$ cat src/rtl/serial_subtractor_if.sv
// Operand/result bundle for the bit-serial subtractor: start request with
// operands in, busy/done status and registered result out.
interface serial_subtractor_if #(
  parameter int unsigned WIDTH = 8
);
  logic             i_start;
  logic [WIDTH-1:0] i_a;
  logic [WIDTH-1:0] i_b;
  logic             i_bin;
  logic             o_busy;
  logic             o_done;
  logic [WIDTH-1:0] o_diff;
  logic             o_bout;
  logic             o_ovf;

  modport master (
    output i_start, i_a, i_b, i_bin,
    input  o_busy, o_done, o_diff, o_bout, o_ovf
  );

  modport slave (
    input  i_start, i_a, i_b, i_bin,
    output o_busy, o_done, o_diff, o_bout, o_ovf
  );
endinterface

$ cat src/rtl/serial_subtractor.sv
// Bit-serial subtractor: a - b - bin, one bit per clock LSB first through a
// single full-subtractor cell. Result, borrow and signed overflow are
// registered on entry to the one-cycle done state and held until the next.
module serial_subtractor #(
  parameter int unsigned WIDTH = 8
) (
  input logic              i_clk,
  input logic              i_rst,
  serial_subtractor_if.slave bus
);

  localparam int unsigned CntW = (WIDTH > 2) ? $clog2(WIDTH) : 1;

  typedef enum logic [1:0] {StIdle, StShift, StDone} state_e;

  state_e             state_q, state_d;
  logic [WIDTH-1:0]   a_sr_q, a_sr_d;
  logic [WIDTH-1:0]   b_sr_q, b_sr_d;
  logic [WIDTH-1:0]   d_sr_q, d_sr_d;
  logic               borrow_q, borrow_d;
  logic [CntW-1:0]    cnt_q, cnt_d;
  logic               a_msb_q, a_msb_d;
  logic               b_msb_q, b_msb_d;
  logic [WIDTH-1:0]   diff_q, diff_d;
  logic               bout_q, bout_d;
  logic               ovf_q, ovf_d;

  // Full-subtractor cell on the current LSBs.
  logic d_bit;
  logic borrow_nx;
  assign d_bit     = a_sr_q[0] ^ b_sr_q[0] ^ borrow_q;
  assign borrow_nx = (~a_sr_q[0] & b_sr_q[0]) | (~(a_sr_q[0] ^ b_sr_q[0]) & borrow_q);

  // State and datapath registers; reset aborts any operation in flight.
  always_ff @(posedge i_clk or posedge i_rst) begin
    if (i_rst) begin
      state_q  <= StIdle;
      a_sr_q   <= '0;
      b_sr_q   <= '0;
      d_sr_q   <= '0;
      borrow_q <= 1'b0;
      cnt_q    <= '0;
      a_msb_q  <= 1'b0;
      b_msb_q  <= 1'b0;
      diff_q   <= '0;
      bout_q   <= 1'b0;
      ovf_q    <= 1'b0;
    end else begin
      state_q  <= state_d;
      a_sr_q   <= a_sr_d;
      b_sr_q   <= b_sr_d;
      d_sr_q   <= d_sr_d;
      borrow_q <= borrow_d;
      cnt_q    <= cnt_d;
      a_msb_q  <= a_msb_d;
      b_msb_q  <= b_msb_d;
      diff_q   <= diff_d;
      bout_q   <= bout_d;
      ovf_q    <= ovf_d;
    end
  end

  // Next-state: load on start, shift WIDTH times, publish results on the last shift.
  always_comb begin
    state_d  = state_q;
    a_sr_d   = a_sr_q;
    b_sr_d   = b_sr_q;
    d_sr_d   = d_sr_q;
    borrow_d = borrow_q;
    cnt_d    = cnt_q;
    a_msb_d  = a_msb_q;
    b_msb_d  = b_msb_q;
    diff_d   = diff_q;
    bout_d   = bout_q;
    ovf_d    = ovf_q;
    unique case (state_q)
      StIdle: begin
        if (bus.i_start) begin
          a_sr_d   = bus.i_a;
          b_sr_d   = bus.i_b;
          borrow_d = bus.i_bin;
          a_msb_d  = bus.i_a[WIDTH-1];
          b_msb_d  = bus.i_b[WIDTH-1];
          cnt_d    = '0;
          state_d  = StShift;
        end
      end
      StShift: begin
        a_sr_d   = a_sr_q >> 1;
        b_sr_d   = b_sr_q >> 1;
        d_sr_d   = {d_bit, d_sr_q[WIDTH-1:1]};
        borrow_d = borrow_nx;
        cnt_d    = cnt_q + CntW'(1);
        if (cnt_q == CntW'(WIDTH - 1)) begin
          // d_bit is the result MSB on this final shift.
          diff_d  = {d_bit, d_sr_q[WIDTH-1:1]};
          bout_d  = borrow_nx;
          ovf_d   = (a_msb_q != b_msb_q) && (d_bit != a_msb_q);
          cnt_d   = '0;
          state_d = StDone;
        end
      end
      StDone: begin
        state_d = StIdle;
      end
      default: begin
        state_d = StIdle;
      end
    endcase
  end

  assign bus.o_busy = (state_q != StIdle);
  assign bus.o_done = (state_q == StDone);
  assign bus.o_diff = diff_q;
  assign bus.o_bout = bout_q;
  assign bus.o_ovf  = ovf_q;

endmodule

$ cat src/flat_wrapper.sv
// flat-port wrapper written by rule: the top's interface ports become plain ports
module serial_subtractor_flat 
#(
  parameter int unsigned WIDTH = 8
)
  (i_clk, i_rst, bus_i_start, bus_i_a, bus_i_b, bus_i_bin, bus_o_busy, bus_o_done, bus_o_diff, bus_o_bout, bus_o_ovf);
  serial_subtractor_if #(.WIDTH(WIDTH)) bus_i ();
  input logic i_clk;
  input logic i_rst;
  input wire logic [$bits(bus_i.i_start)-1:0] bus_i_start;
  input wire logic [$bits(bus_i.i_a)-1:0] bus_i_a;
  input wire logic [$bits(bus_i.i_b)-1:0] bus_i_b;
  input wire logic [$bits(bus_i.i_bin)-1:0] bus_i_bin;
  output wire logic [$bits(bus_i.o_busy)-1:0] bus_o_busy;
  output wire logic [$bits(bus_i.o_done)-1:0] bus_o_done;
  output wire logic [$bits(bus_i.o_diff)-1:0] bus_o_diff;
  output wire logic [$bits(bus_i.o_bout)-1:0] bus_o_bout;
  output wire logic [$bits(bus_i.o_ovf)-1:0] bus_o_ovf;
  assign bus_i.i_start = bus_i_start;
  assign bus_i.i_a = bus_i_a;
  assign bus_i.i_b = bus_i_b;
  assign bus_i.i_bin = bus_i_bin;
  assign bus_o_busy = bus_i.o_busy;
  assign bus_o_done = bus_i.o_done;
  assign bus_o_diff = bus_i.o_diff;
  assign bus_o_bout = bus_i.o_bout;
  assign bus_o_ovf = bus_i.o_ovf;
  serial_subtractor #(.WIDTH(WIDTH)) u_core (.i_clk(i_clk), .i_rst(i_rst), .bus(bus_i));
endmodule
$ cat config.mk
export PLATFORM = sky130hd
export DESIGN_NAME = serial_subtractor_flat
export DESIGN_NICKNAME = d
export VERILOG_FILES = /design/src/rtl/serial_subtractor_if.sv /design/src/rtl/serial_subtractor.sv /design/src/flat_wrapper.sv
export SDC_FILE = /design/constraint.sdc
export NUM_CORES = 1
export LEC_CHECK = 0
export ABC_CLOCK_PERIOD_IN_PS = 1500
export BUFFER_PORTS_ARGS = -buffer_cell sky130_fd_sc_hd__buf_2
export CORE_UTILIZATION = 51
export CTS_BUF_LIST = sky130_fd_sc_hd__clkbuf_4 sky130_fd_sc_hd__clkbuf_8
export DETAILED_ROUTE_END_ITERATION = 8
export PLACE_DENSITY = 0.82
export SLEW_MARGIN = 20
export SYNTH_ARGS = -nofsm -noshare
export SYNTH_HDL_FRONTEND = slang
export SYNTH_SLANG_ARGS = --single-unit
$ cat constraint.sdc
create_clock -name i_clk -period 1.5 [get_ports i_clk]
set_clock_uncertainty 0.15 [all_clocks]
set_input_delay 0.075 -clock i_clk [delete_from_list [all_inputs] [get_ports i_clk]]
set_output_delay 0.075 -clock i_clk [all_outputs]
set_load 0.01 [all_outputs]
==> results by group, run 1 <==
Routing
  • Routed Wire Length: 4.22 mm
  • Count of unresolved DRC violations after routing: 0
  • Detailed-router iteration count before antenna repair: 4
  • Routed via count: 1403
  • Remaining antenna violation count: 0
  • Vias per Instance: 5.38
  • Mean routed wirelength per cell: 16.2 microns
  • Drt first-iter violations: 124

STA
  • Final Max Tran Viols: 0
  • Final number of hold-violating endpoints: 0
  • Sum of negative setup slack: -198 ps
  • Fin crit share: 105%
  • Slew of the pin with the lowest slew margin: roughly 520 ps
  • Final period demand of the worst path: 1580 ps
  • Setup repair after global routing missed its margin: yes
  • Setup WS post-layout: -76.5 ps
  • Headroom to the max-slew limit: 65.6%
  • Setup Viol. Count Final: 6
  • Fmax: 0.634 GHz

Critical path
  • Maximum cell stage delay along the critical path: 580 ps
  • Required time of the critical path: approximately 1600 ps
  • Kind of cell with the highest combined delay on the critical path: adder cells
  • Endpoint class of the critical path: flip-flop
  • Critical-path maximum fanout: 3
  • Worst setup SP type: flip-flop
  • Worst path slowest cell: sky130_fd_sc_hd__fa_2
  • Type of the setup path with the least slack: reg -> reg
  • Arrival time at the worst endpoint: around 1700 ps
  • Crit-path cells: inv_2 > fa_2 > and3b_1 > a21oi_2 > o21ai_1
  • Crit path buffers/inverters: 1

Status
  • Failing checks: setup timing
  • Outcome: finished, violations left

Pwr
  • Internal Pwr Total: 2.94 mW
  • Reported net switching power: around 1.6 mW
  • Proportion of power drawn by the clock network: 11.8%
  • Proportion of power drawn by combinational gates: 45.4%
  • Total power consumption of the routed design: 4.57 mW
  • Ratio of total power to cell area: approximately 1900 nW/um^2
  • Maximum vdd ir drop: 1.13 mV
  • Switching power as a share of total power: 35.7%
  • Sequential group share of total power: 42.9%
  • Static power due to leakage: 1.17 nW

Floorplanning
  • Floorplan core area: roughly 3400 sq um
  • Row Count: 21
  • Die area: 3780 sq um
  • Initial standard-cell utilization of the core: 53.6%
  • Num ports: 32
  • Height of the die: around 60 microns
  • Horizontal extent of the die: 61.5 microns

Clocking
  • Number of clock buffers inserted by TritonCTS: 5
  • Total clock sinks: 41
  • Clock transition time at the flip-flop clock pins of the worst setup and hold paths: 120 ps
  • Clock tree from TritonCTS: built
  • Buffer depth of the longest clock path: 2
  • CTS root buffer: sky130_fd_sc_hd__clkbuf_4
  • H-tree levels: 2
  • Worst-skew pair later-pin latency: 350 ps

Synthesis
  • Number of library cell types mapped by synthesis: 28
  • Cells after synthesis: 148
  • Post-Synthesis Cell Area: between 1500 and 2000 sq um
  • Synthesis warning total: 0
  • Synthesized area divided by synthesized cell count: 12.2 sq um
  • Synthesized flop and latch total: 41
  • Synthesized netlist net count: approximately 170
  • Share of synthesized area occupied by flip-flops and latches: 56.9%

Global routing
  • Antenna violations before repair: 0
  • GRT Residual Overflow: 0
  • Global-route wire length before repair: 6.50 mm
  • Largest net degree at the start of global routing: 42
  • Total Routing Usage GR: 24.8%
  • Via count of the first global-routing pass: 1372

Placed design
  • Post-detail-place hpwl: roughly 2.7 mm
  • Count of input and output buffers: 31
  • Last weighted congestion value of the routability-driven placer: about 0.8

Cells and area
  • Layout-stage area growth over the synthesis result: 34.9%
  • Fraction of final layout cells with drive strength greater than 1: 40.9%
  • Final nets: 238
  • Antenna Cells: 0

Job
  • MaxCap Viol Count: 0

Worst hold path
  • Hold Crit Class: in -> async
==> registers in the layout, summed over array words and instances, names as in the netlist <==
name,count
u_core.a_sr_q,8
u_core.b_sr_q,8
u_core.bus.o_diff,8
u_core.d_sr_q,7
u_core.cnt_q,3
u_core.state_q,2
u_core.a_msb_q,1
u_core.b_msb_q,1
u_core.borrow_q,1
u_core.bus.o_bout,1
u_core.bus.o_ovf,1
==> Yosys cell counts <==
| cell type | number | area (sq um) |
|---|---|---|
| sky130_fd_sc_hd__dfrtp_1 | 41 | 1030 |
| sky130_fd_sc_hd__nand2_1 | 19 | 71.3 |
| sky130_fd_sc_hd__mux2_2 | 17 | 191 |
| sky130_fd_sc_hd__o21ai_0 | 17 | 85.1 |
| sky130_fd_sc_hd__a22oi_1 | 10 | 75.1 |
| sky130_fd_sc_hd__inv_1 | 6 | 22.5 |
| sky130_fd_sc_hd__a31oi_1 | 4 | 25.0 |
| sky130_fd_sc_hd__and2_1 | 4 | 25.0 |
| sky130_fd_sc_hd__buf_4 | 4 | 30.0 |
| sky130_fd_sc_hd__a32o_1 | 3 | 30.0 |
| sky130_fd_sc_hd__buf_6 | 3 | 33.8 |
| sky130_fd_sc_hd__a21oi_1 | 2 | 10.0 |
| sky130_fd_sc_hd__ha_1 | 2 | 25.0 |
| sky130_fd_sc_hd__nor2_1 | 2 | 7.51 |
| sky130_fd_sc_hd__a22o_1 | 1 | 8.76 |
| sky130_fd_sc_hd__a2bb2oi_1 | 1 | 8.76 |
| sky130_fd_sc_hd__and2b_1 | 1 | 7.51 |
| sky130_fd_sc_hd__and3b_1 | 1 | 8.76 |
| sky130_fd_sc_hd__buf_2 | 1 | 5.00 |
| sky130_fd_sc_hd__clkbuf_1 | 1 | 3.75 |
| sky130_fd_sc_hd__fa_1 | 1 | 20.0 |
| sky130_fd_sc_hd__inv_4 | 1 | 6.26 |
| sky130_fd_sc_hd__nand3b_4 | 1 | 20.0 |
| sky130_fd_sc_hd__nor2_4 | 1 | 11.3 |
| sky130_fd_sc_hd__nor2_8 | 1 | 20.0 |
| sky130_fd_sc_hd__nor2b_1 | 1 | 6.26 |
| sky130_fd_sc_hd__o21bai_2 | 1 | 11.3 |
| sky130_fd_sc_hd__o41ai_1 | 1 | 8.76 |
==> worst reg2reg max path: stages (launching register included) <==
cell and delay, ps:
sky130_fd_sc_hd__dfrtp_1 380, sky130_fd_sc_hd__inv_2 50, sky130_fd_sc_hd__fa_2 580, sky130_fd_sc_hd__and3b_1 210, sky130_fd_sc_hd__a21oi_2 50, sky130_fd_sc_hd__o21ai_1 120
==> cells by family (layout without fill, tap and decap cells) <==
family,after synthesis,in the layout,share of synthesized area [%]
fa+ha+maj,3,3,2.50
flops,41,41,56.9
simple gates,31,32,9.85
compound gates,40,40,14.6
buf+inv,16,82,5.62
mux,17,17,10.6
==> cells in the final DEF (no fill, tap or decap), types with 2 or more instances in the layout <==
cell type / count
sky130_fd_sc_hd__a31oi_1: 4
sky130_fd_sc_hd__buf_6: 2
sky130_fd_sc_hd__a32o_1: 3
sky130_fd_sc_hd__mux2_2: 10
sky130_fd_sc_hd__nand2_1: 19
sky130_fd_sc_hd__clkbuf_4: 6
sky130_fd_sc_hd__buf_2: 31
sky130_fd_sc_hd__o21ai_0: 15
sky130_fd_sc_hd__dlygate4sd3_1: 19
sky130_fd_sc_hd__and2_1: 4
sky130_fd_sc_hd__nor2_1: 2
sky130_fd_sc_hd__inv_2: 2
sky130_fd_sc_hd__mux2_4: 7
sky130_fd_sc_hd__dfrtp_1: 40
sky130_fd_sc_hd__o21ai_1: 2
sky130_fd_sc_hd__nand3b_4: 2
sky130_fd_sc_hd__buf_4: 15
sky130_fd_sc_hd__a22oi_1: 10
sky130_fd_sc_hd__inv_1: 4
==> stage by stage <==
| step | utilization, % | hold WS, ps | cells | setup WS (ps) | instance area, sq um |
|---|---|---|---|---|---|
| 2_1_floorplan | - | 75.5 | 148 | -17.8 | 1840 |
| 6_report | 72.4 | 234 | 261 | -76.5 | 2430 |
| 4_1_cts | 71.0 | 245 | 258 | -71.8 | 2390 |
| 5_1_grt | 72.4 | 277 | 261 | -157 | 2430 |
| 3_3_place_gp | 62.3 | 59.9 | 230 | -27.3 | 2100 |
| 3_5_place_dp | 62.3 | 82.4 | 230 | -101 | 2100 |
==> layout make-up <==
class / count / area, sq um
Fill cell: 254 / 930
Timing Repair Buffer: 68 / 500
Tap cell: 46 / 57.6
Clock buffer: 6 / 45.0
Multi-Input combinational cell: 92 / 766
Clock inverter: 1 / 8.76
Sequential cell: 41 / 1030
Inverter: 7 / 28.8
==> final timing paths <==
kind	startpoint	endpoint	slack, ps	depth (start not counted)
hold reg to reg	u_core.bus.o_bout$_DFFE_PP0P_	u_core.bus.o_bout$_DFFE_PP0P_	340	2
setup / recovery	u_core.b_sr_q[0]$_DFFE_PP0P_	u_core.bus.o_ovf$_DFFE_PP0P_	-80	5
setup reg to reg	u_core.b_sr_q[0]$_DFFE_PP0P_	u_core.bus.o_ovf$_DFFE_PP0P_	-80	5
min in group i_clk	u_core.bus.o_bout$_DFFE_PP0P_	u_core.bus.o_bout$_DFFE_PP0P_	340	2
max in group asynchronous	i_rst	u_core.state_q[1]$_DFFE_PP0P_	570	4
hold / removal	i_rst	u_core.bus.o_diff[7]$_DFFE_PP0P_	230	4
==> routing by layer <==
layer,track usage [%],vias to the layer above,share of wire [%]
met5,0,-,0
met2,43.2,47,51
met1,28.9,690,41
met4,10.2,0,2.6
li1,-,652,-
met3,6.93,14,4.6
==> power by group through the flow <==
stage          clock, mW  sequential [mW]  combinational (mW)
6_report           0.538             1.96                2.07
5_1_grt            0.611             2.01                2.28
4_1_cts            0.553             1.94                1.94
3_5_place_dp           0             1.95                1.82
3_3_place_gp           0             1.91                1.69
2_1_floorplan          0             1.92                1.23
==> repair_timing <==
action	CTS	global route
gates cloned	1	0
endpoints found under the setup margin	13	17
hold endpoints to repair	60	0
hold buffers	19	0
pin swaps	6	5
buffers inserted	1	3
gates resized for setup	9	7
Note: power is estimated with default switching activity, not from simulation.
==> run 2: changes to the inputs <==
--- a/config.mk
+++ b/config.mk
@@ -5,12 +5,14 @@
 export SDC_FILE = /design/constraint.sdc
 export NUM_CORES = 1
 export LEC_CHECK = 0
-export ABC_CLOCK_PERIOD_IN_PS = 1500
+export ABC_CLOCK_PERIOD_IN_PS = 1860
 export BUFFER_PORTS_ARGS = -buffer_cell sky130_fd_sc_hd__buf_2
-export CORE_UTILIZATION = 51
+export CORE_UTILIZATION = 61
 export CTS_BUF_LIST = sky130_fd_sc_hd__clkbuf_4 sky130_fd_sc_hd__clkbuf_8
+export CTS_CLUSTER_SIZE = 30
 export DETAILED_ROUTE_END_ITERATION = 8
-export PLACE_DENSITY = 0.82
+export MAX_ROUTING_LAYER = met4
+export PLACE_DENSITY = 0.91
 export SLEW_MARGIN = 20
 export SYNTH_ARGS = -nofsm -noshare
 export SYNTH_HDL_FRONTEND = slang
==> constraint.sdc (replaced) <==
create_clock -name i_clk -period 1.86 [get_ports i_clk]
set_clock_uncertainty 0.15 [all_clocks]
set_input_delay 0.093 -clock i_clk [delete_from_list [all_inputs] [get_ports i_clk]]
set_output_delay 0.093 -clock i_clk [all_outputs]
set_load 0.01 [all_outputs]
==> run 2 against run 1 <==
Compared with the run above: the run now ends clean; largest cell class unchanged; first-iteration DRC count down 26%; sequential cell count unchanged; largest power group is now registers; sequential power down 20%; non-clock buffer count down 14; global-route usage up 3.2 points.
==> results by group, run 2 (synthesized netlist as in run 1, its figures left out) <==
STA
  • Sum of negative setup slack: 0 ps (+198 ps)
  • Final period demand of the worst path: 1760 ps (+181 ps)
  • Fmax: 0.569 GHz (-10%)
  • Worst Hold Margin: 237 ps (+2.66 ps)
  • Final number of hold-violating endpoints: 0 (unchanged)
  • Fin crit share: 94.5% (-11 points)
  • Setup repair after global routing missed its margin: no
  • Final Max Tran Viols: 0 (unchanged)
  • Setup Viol. Count Final: 0 (-6)
  • Headroom to the max-slew limit: 47.6% (-18 points)
  • Slew of the pin with the lowest slew margin: 785 ps (+268 ps)

Global routing
  • Busiest metal layer after global routing: met2
  • GRT Residual Overflow: 0 (unchanged)
  • M2 GR Usage: 46.4% (+3.3 points)
  • Met1 Resource Use GR: 31.5% (+2.6 points)
  • Largest net degree at the start of global routing: 42 (unchanged)
  • Global-route wire length before repair: 6.37 mm (-2.0%)
  • Met3 usage: 8.53% (+1.6 points)
  • Via count of the first global-routing pass: 1396 (+1.7%)
  • Antenna violations before repair: 0 (unchanged)
  • Total Routing Usage GR: 28.0% (+3.2 points)

Clocking
  • Post-CTS Setup Repair Bufs: 0 (-1)
  • Number of gates given a new drive strength after cts: 0 (-9)
  • H-tree levels: 2 (unchanged)
  • Worst-skew pair later-pin latency: 350 ps (about the same)
  • Clock tree from TritonCTS: built
  • Clock transition time at the flip-flop clock pins of the worst setup and hold paths: 120 ps (about the same)
  • Buffer depth of the longest clock path: 2 (unchanged)
  • CTS root buffer: sky130_fd_sc_hd__clkbuf_4
  • Total clock sinks: 41 (unchanged)
  • Number of clock buffers inserted by TritonCTS: 5 (unchanged)

Job
  • MaxCap Viol Count: 0 (unchanged)

Cells and area
  • Most common library cell in the layout ignoring fill and taps: sky130_fd_sc_hd__dfrtp_1
  • Antenna Cells: 0 (unchanged)
  • Layout-stage area growth over the synthesis result: 23.0%
  • Area of combinational cells with multiple inputs: 677 sq um (-12%)
  • Fill cell instance count of the final layout: 169 (-33%)
  • Most frequent cells in the layout: sky130_fd_sc_hd__dfrtp_1, sky130_fd_sc_hd__buf_2, sky130_fd_sc_hd__nand2_1, sky130_fd_sc_hd__dlygate4sd3_1
  • Post-layout instance area: 2220 sq um (-8.8%)
  • Fraction of final layout cells with drive strength greater than 1: 32.0% (-8.9 points)
  • End-of-flow core utilization: 79.8% (+7.4 points)
  • FF/Latch Area: 1030 sq um (-0.12%)
  • Final nets: 223 (-6.3%)

Pwr
  • Total power consumption of the routed design: 3.40 mW (-26%)
  • Static power due to leakage: 1.06 nW (-9.5%)
  • Maximum vdd ir drop: 1.32 mV (+17%)
  • Ratio of total power to cell area: 1530 nW/um^2 (-18%)

Placed design
  • Placed standard-cell area: 1960 sq um (-6.7%)
  • Count of input and output buffers: 31 (unchanged)
  • Post-detail-place hpwl: 2.37 mm (-11%)
  • Last weighted congestion value of the routability-driven placer: 0.811 (+0.38%)

Critical path
  • Worst setup SP type: flip-flop
  • Arrival time at the worst endpoint: 1840 ps (+120 ps)
  • Type of the setup path with the least slack: reg -> reg
  • Endpoint class of the critical path: flip-flop
  • Critical-path maximum fanout: 20 (+17)
  • Required time of the critical path: 1950 ps (+310 ps)

Routing
  • Detailed-router iteration count before antenna repair: 4 (unchanged)
  • Mean routed wirelength per cell: 16.3 microns (+0.59%)
  • Routed via count: 1336 (-4.8%)
  • Drt first-iter violations: 92 (-26%)
  • Count of unresolved DRC violations after routing: 0 (unchanged)
  • Remaining antenna violation count: 0 (unchanged)
  • Routed Wire Length: 3.76 mm (-11%)
  • Vias per Instance: 5.78 (+7.6%)

Floorplanning
  • Num ports: 32 (unchanged)
  • Row Count: 19 (-9.5%)
  • Die area: 3180 sq um (-16%)
  • Horizontal extent of the die: 56.4 microns (-8.3%)
  • Initial standard-cell utilization of the core: 64.9% (+11 points)
  • Height of the die: 56.4 microns (-8.3%)
  • Floorplan core area: 2780 sq um (-17%)

Worst hold path
  • Hold Crit Class: in -> async

Status
  • Outcome: completed
## run 2: routing by layer
metal | share of wire, % | vias up | wire [microns]
met3 | 5.3 | 12 | 199
met1 | 40 | 646 | 1510
li1 | - | 623 | -
met2 | 52 | 55 | 1940
met4 | 2.9 | 0 | 110
met5 | 0 | - | 0
## run 2: where the power goes
group	internal, mW	switching [mW]
sequential	1.29	0.276
combinational	0.650	0.631
clock	0.274	0.274
## run 2: metrics by stage
stage | setup slack [ps] | instances
floorplan | 249 | 148
global placement | 229 | 205
detailed placement | 126 | 205
CTS | 118 | 231
global route | 11.3 | 231
finish | 102 | 231
## run 2: final cells by class
type / count / share of cell area, %
Sequential cell: 41 / 46.2
Multi-Input combinational cell: 91 / 30.5
Timing Repair Buffer: 54 / 16.9
Tap cell: 31 / 1.75
Clock buffer: 5 / 1.69
Clock inverter: 2 / 1.58
Inverter: 7 / 1.30
## run 2: critical path: stages, from the launching register on
cell	delay, ps
sky130_fd_sc_hd__dfrtp_1	550
sky130_fd_sc_hd__o21bai_2	700
sky130_fd_sc_hd__nand2_1	140
sky130_fd_sc_hd__o41ai_1	100
## run 2: final timing paths
| check | endpoint | start | cells after the start | slack (ps) |
|---|---|---|---|---|
| max | u_core.cnt_q[0]$_DFFE_PP0P_ | u_core.state_q[0]$_DFFE_PP0P_ | 3 | 100 |
| min | u_core.a_sr_q[2]$_DFFE_PP0P_ | i_rst | 4 | 240 |
| max reg2reg | u_core.cnt_q[0]$_DFFE_PP0P_ | u_core.state_q[0]$_DFFE_PP0P_ | 3 | 100 |
| min reg2reg | u_core.bus.o_ovf$_DFFE_PP0P_ | u_core.bus.o_ovf$_DFFE_PP0P_ | 2 | 350 |
| max in group asynchronous | u_core.d_sr_q[1]$_DFFE_PP0P_ | i_rst | 4 | 980 |
| min in group i_clk | u_core.bus.o_ovf$_DFFE_PP0P_ | u_core.bus.o_ovf$_DFFE_PP0P_ | 2 | 350 |
## run 2: what timing repair did
| item | 4_1_cts | 5_1_grt |
|---|---|---|
| hold buffers | 19 | 0 |
| endpoints found under the setup margin | 0 | 0 |
| endpoints found under the hold margin | 60 | 0 |
==> run 3: changes to the inputs <==
--- a/config.mk
+++ b/config.mk
@@ -7,6 +7,7 @@
 export LEC_CHECK = 0
 export ABC_CLOCK_PERIOD_IN_PS = 1860
 export BUFFER_PORTS_ARGS = -buffer_cell sky130_fd_sc_hd__buf_2
+export CORE_ASPECT_RATIO = 0.75
 export CORE_UTILIZATION = 61
 export CTS_BUF_LIST = sky130_fd_sc_hd__clkbuf_4 sky130_fd_sc_hd__clkbuf_8
 export CTS_CLUSTER_SIZE = 30
==> run 3 against run 2 <==
Compared with the run above: critical path depth stayed put; core utilization is 1.4 points higher; final area is 1.2% lower; cell count is 0.43% lower; first-iteration DRC count is 2.2% lower; die area hardly changed; clock-buffer cell count is 2 higher; wire length is 14% higher; sequential share of layout area is 0.55 points higher; global-route usage is 3.5 points higher; sequential power hardly changed; critical endpoint is now u_core.b_sr_q[6]$_DFFE_PP0P_; largest power group unchanged; highest routed layer unchanged.
==> results by group, run 3 (synthesized netlist as in run 1, its figures left out) <==
Status
  • Outcome: completed

Clocking
  • Worst-skew pair later-pin latency: 280 ps (-70 ps)
  • Post-CTS Setup Repair Bufs: 0 (unchanged)
  • Clock tree from TritonCTS: built
  • Buffer depth of the longest clock path: 2 (unchanged)
  • Number of clock buffers inserted by TritonCTS: 5 (unchanged)
  • Total clock sinks: 41 (unchanged)
  • CTS root buffer: sky130_fd_sc_hd__clkbuf_8
  • Clock transition time at the flip-flop clock pins of the worst setup and hold paths: 70 ps (-50 ps)
  • H-tree levels: 2 (unchanged)

Pwr
  • Total power consumption of the routed design: 3.53 mW (+3.9%)
  • Static power due to leakage: 1.05 nW (-1.3%)
  • Maximum vdd ir drop: 1.33 mV (+0.23%)
  • Ratio of total power to cell area: 1610 nW/um^2 (+5.2%)

Routing
  • Mean routed wirelength per cell: 18.5 microns (+14%)
  • Detailed-router iteration count before antenna repair: 4 (unchanged)
  • Drt first-iter violations: 90 (-2.2%)
  • Vias per Instance: 5.96 (+3.0%)
  • Count of unresolved DRC violations after routing: 0 (unchanged)
  • Routed via count: 1370 (+2.5%)
  • Routed Wire Length: 4.27 mm (+14%)
  • Remaining antenna violation count: 0 (unchanged)

Critical path
  • Required time of the critical path: 1890 ps (-60 ps)
  • Endpoint class of the critical path: flip-flop
  • Number of cells traversed by the worst register-to-register path: 3 (unchanged)
  • Type of the setup path with the least slack: reg -> reg
  • Kind of cell with the highest combined delay on the critical path: simple AND/OR/NAND/NOR gates
  • Worst setup SP type: flip-flop
  • Crit path buffers/inverters: 0 (unchanged)
  • Arrival time at the worst endpoint: 1760 ps (-80 ps)
  • Maximum cell stage delay along the critical path: 560 ps (-140 ps)
  • Worst path slowest cell: sky130_fd_sc_hd__and2b_1
  • Number of gates on the worst path with buffers counted: 3 (unchanged)
  • Critical-path maximum fanout: 12 (-40%)
  • Timing startpoint of the critical path: u_core.state_q[0]$_DFFE_PP0P_
  • R2r endpoint: u_core.b_sr_q[6]$_DFFE_PP0P_
  • Critical R2R Launch: u_core.state_q[0]$_DFFE_PP0P_
  • Minimum setup slack among reg-to-reg paths: 120 ps (+20 ps)
  • Crit-path cells: and2b_1 > a22oi_1 > o21ai_0

Global routing
  • Global-route wire length before repair: 6.99 mm (+9.8%)
  • Largest net degree at the start of global routing: 42 (unchanged)
  • Via count of the first global-routing pass: 1395 (-0.072%)
  • Antenna violations before repair: 0 (unchanged)
  • GRT Residual Overflow: 0 (unchanged)
  • Total Routing Usage GR: 31.5% (+3.5 points)

Job
  • MaxCap Viol Count: 0 (unchanged)

Floorplanning
  • Initial standard-cell utilization of the core: 66.8% (+1.9 points)
  • Die area: 3180 sq um (about the same)
  • Num ports: 32 (unchanged)
  • Horizontal extent of the die: 64.8 microns (+15%)
  • Row Count: 16 (-3)
  • Floorplan core area: 2700 sq um (-2.8%)
  • Height of the die: 49.1 microns (-13%)

Worst hold path
  • Hold path startpoint: bus_i_a[5]
  • Hold Crit Class: in -> reg
  • Worst hold stages: 3
  • Worst hold endpoint: u_core.a_sr_q[5]$_DFFE_PP0P_

STA
  • Setup repair after global routing missed its margin: no
  • Fin crit share: 93.3% (-1.2 points)
  • Fmax: 0.576 GHz (+1.3%)
  • Headroom to the max-slew limit: 66.7% (+19 points)
  • Final Max Tran Viols: 0 (unchanged)
  • Final period demand of the worst path: 1740 ps (-21.8 ps)
  • Final number of hold-violating endpoints: 0 (unchanged)
  • Setup WS post-layout: 124 ps (+21.8 ps)
  • Slew of the pin with the lowest slew margin: 500 ps (-285 ps)
  • Setup Viol. Count Final: 0 (unchanged)
  • Sum of negative setup slack: 0 ps (unchanged)

Cells and area
  • Most frequent cells in the layout: sky130_fd_sc_hd__dfrtp_1, sky130_fd_sc_hd__buf_2, sky130_fd_sc_hd__nand2_1
  • End-of-flow core utilization: 81.1% (+1.4 points)
  • Layout-stage area growth over the synthesis result: 21.5%
  • Final nets: 217 (-2.7%)
  • Fill cell instance count of the final layout: 149 (-12%)
  • Most common library cell in the layout ignoring fill and taps: sky130_fd_sc_hd__dfrtp_1
  • Fraction of final layout cells with drive strength greater than 1: 33.5% (+1.5 points)
  • Antenna Cells: 0 (unchanged)

Placed design
  • Last weighted congestion value of the routability-driven placer: 0.872 (+7.5%)
  • Count of input and output buffers: 31 (unchanged)
  • Post-detail-place hpwl: 2.78 mm (+18%)
  • Worst slack at placement: 168 ps (+42.4 ps)
run 3: cell count changes in the layout (fill, tap and decap cells not counted), sizes merged:
cell and delta:
buf +1, clkinv -1, clkbuf +2, bufinv -1, dlygate4sd3 -7
run 3: what timing repair did:
item | CTS | global route
resized for setup | 0 | 0
setup endpoints to repair | 0 | 0
hold endpoints to repair | 53 | 1
hold buffers | 11 | 1
run 3: metrics by stage:
stage	hold WS (ps)	cells	instance area (sq um)
global placement	76.4	211	1980
detailed placement	90.7	211	1980
floorplan	93.5	148	1800
global route	51.7	230	2190
CTS	4.32	229	2180
finish	20.1	230	2190
run 3: worst min-delay path: cells and delay by family:
kind | cells | cell delay, ps
compound gates | 2 | 240
buf+inv | 1 | 80
run 3: worst max-delay path by stage:
stage | to | slack [ps]
2_1_floorplan | u_core.bus.o_diff[0]$_DFFE_PP0P_ | 250
3_3_place_gp | u_core.bus.o_diff[6]$_DFFE_PP0P_ | 270
3_5_place_dp | u_core.b_sr_q[6]$_DFFE_PP0P_ | 170
4_1_cts | u_core.bus.o_diff[6]$_DFFE_PP0P_ | 150
5_1_grt | u_core.bus.o_diff[6]$_DFFE_PP0P_ | 100
6_report | u_core.b_sr_q[6]$_DFFE_PP0P_ | 120
run 3: per-layer routing:
layer	GRT usage [%]	share of wire (%)	vias up
met5	-	0	-
met4	8.89	2.6	0
met3	7.94	6.4	12
met2	50.9	51	56
met1	39.6	40	690
li1	-	-	612
run 3: final cells by class:
cell class	count	area [sq um]	area share, %
Sequential cell	41	1030	46.8
Multi-Input combinational cell	91	677	30.9
Clock buffer	7	90.1	4.11
Timing Repair Buffer	48	325	14.8
Tap cell	36	45.0	2.05
Inverter	7	28.8	1.31
run 3: where the power goes:
group / internal [mW] / switching [mW] / leakage, nW
clock: 0.309 / 0.277 / 0.0477
combinational: 0.664 / 0.693 / 0.483
sequential: 1.30 / 0.291 / 0.514
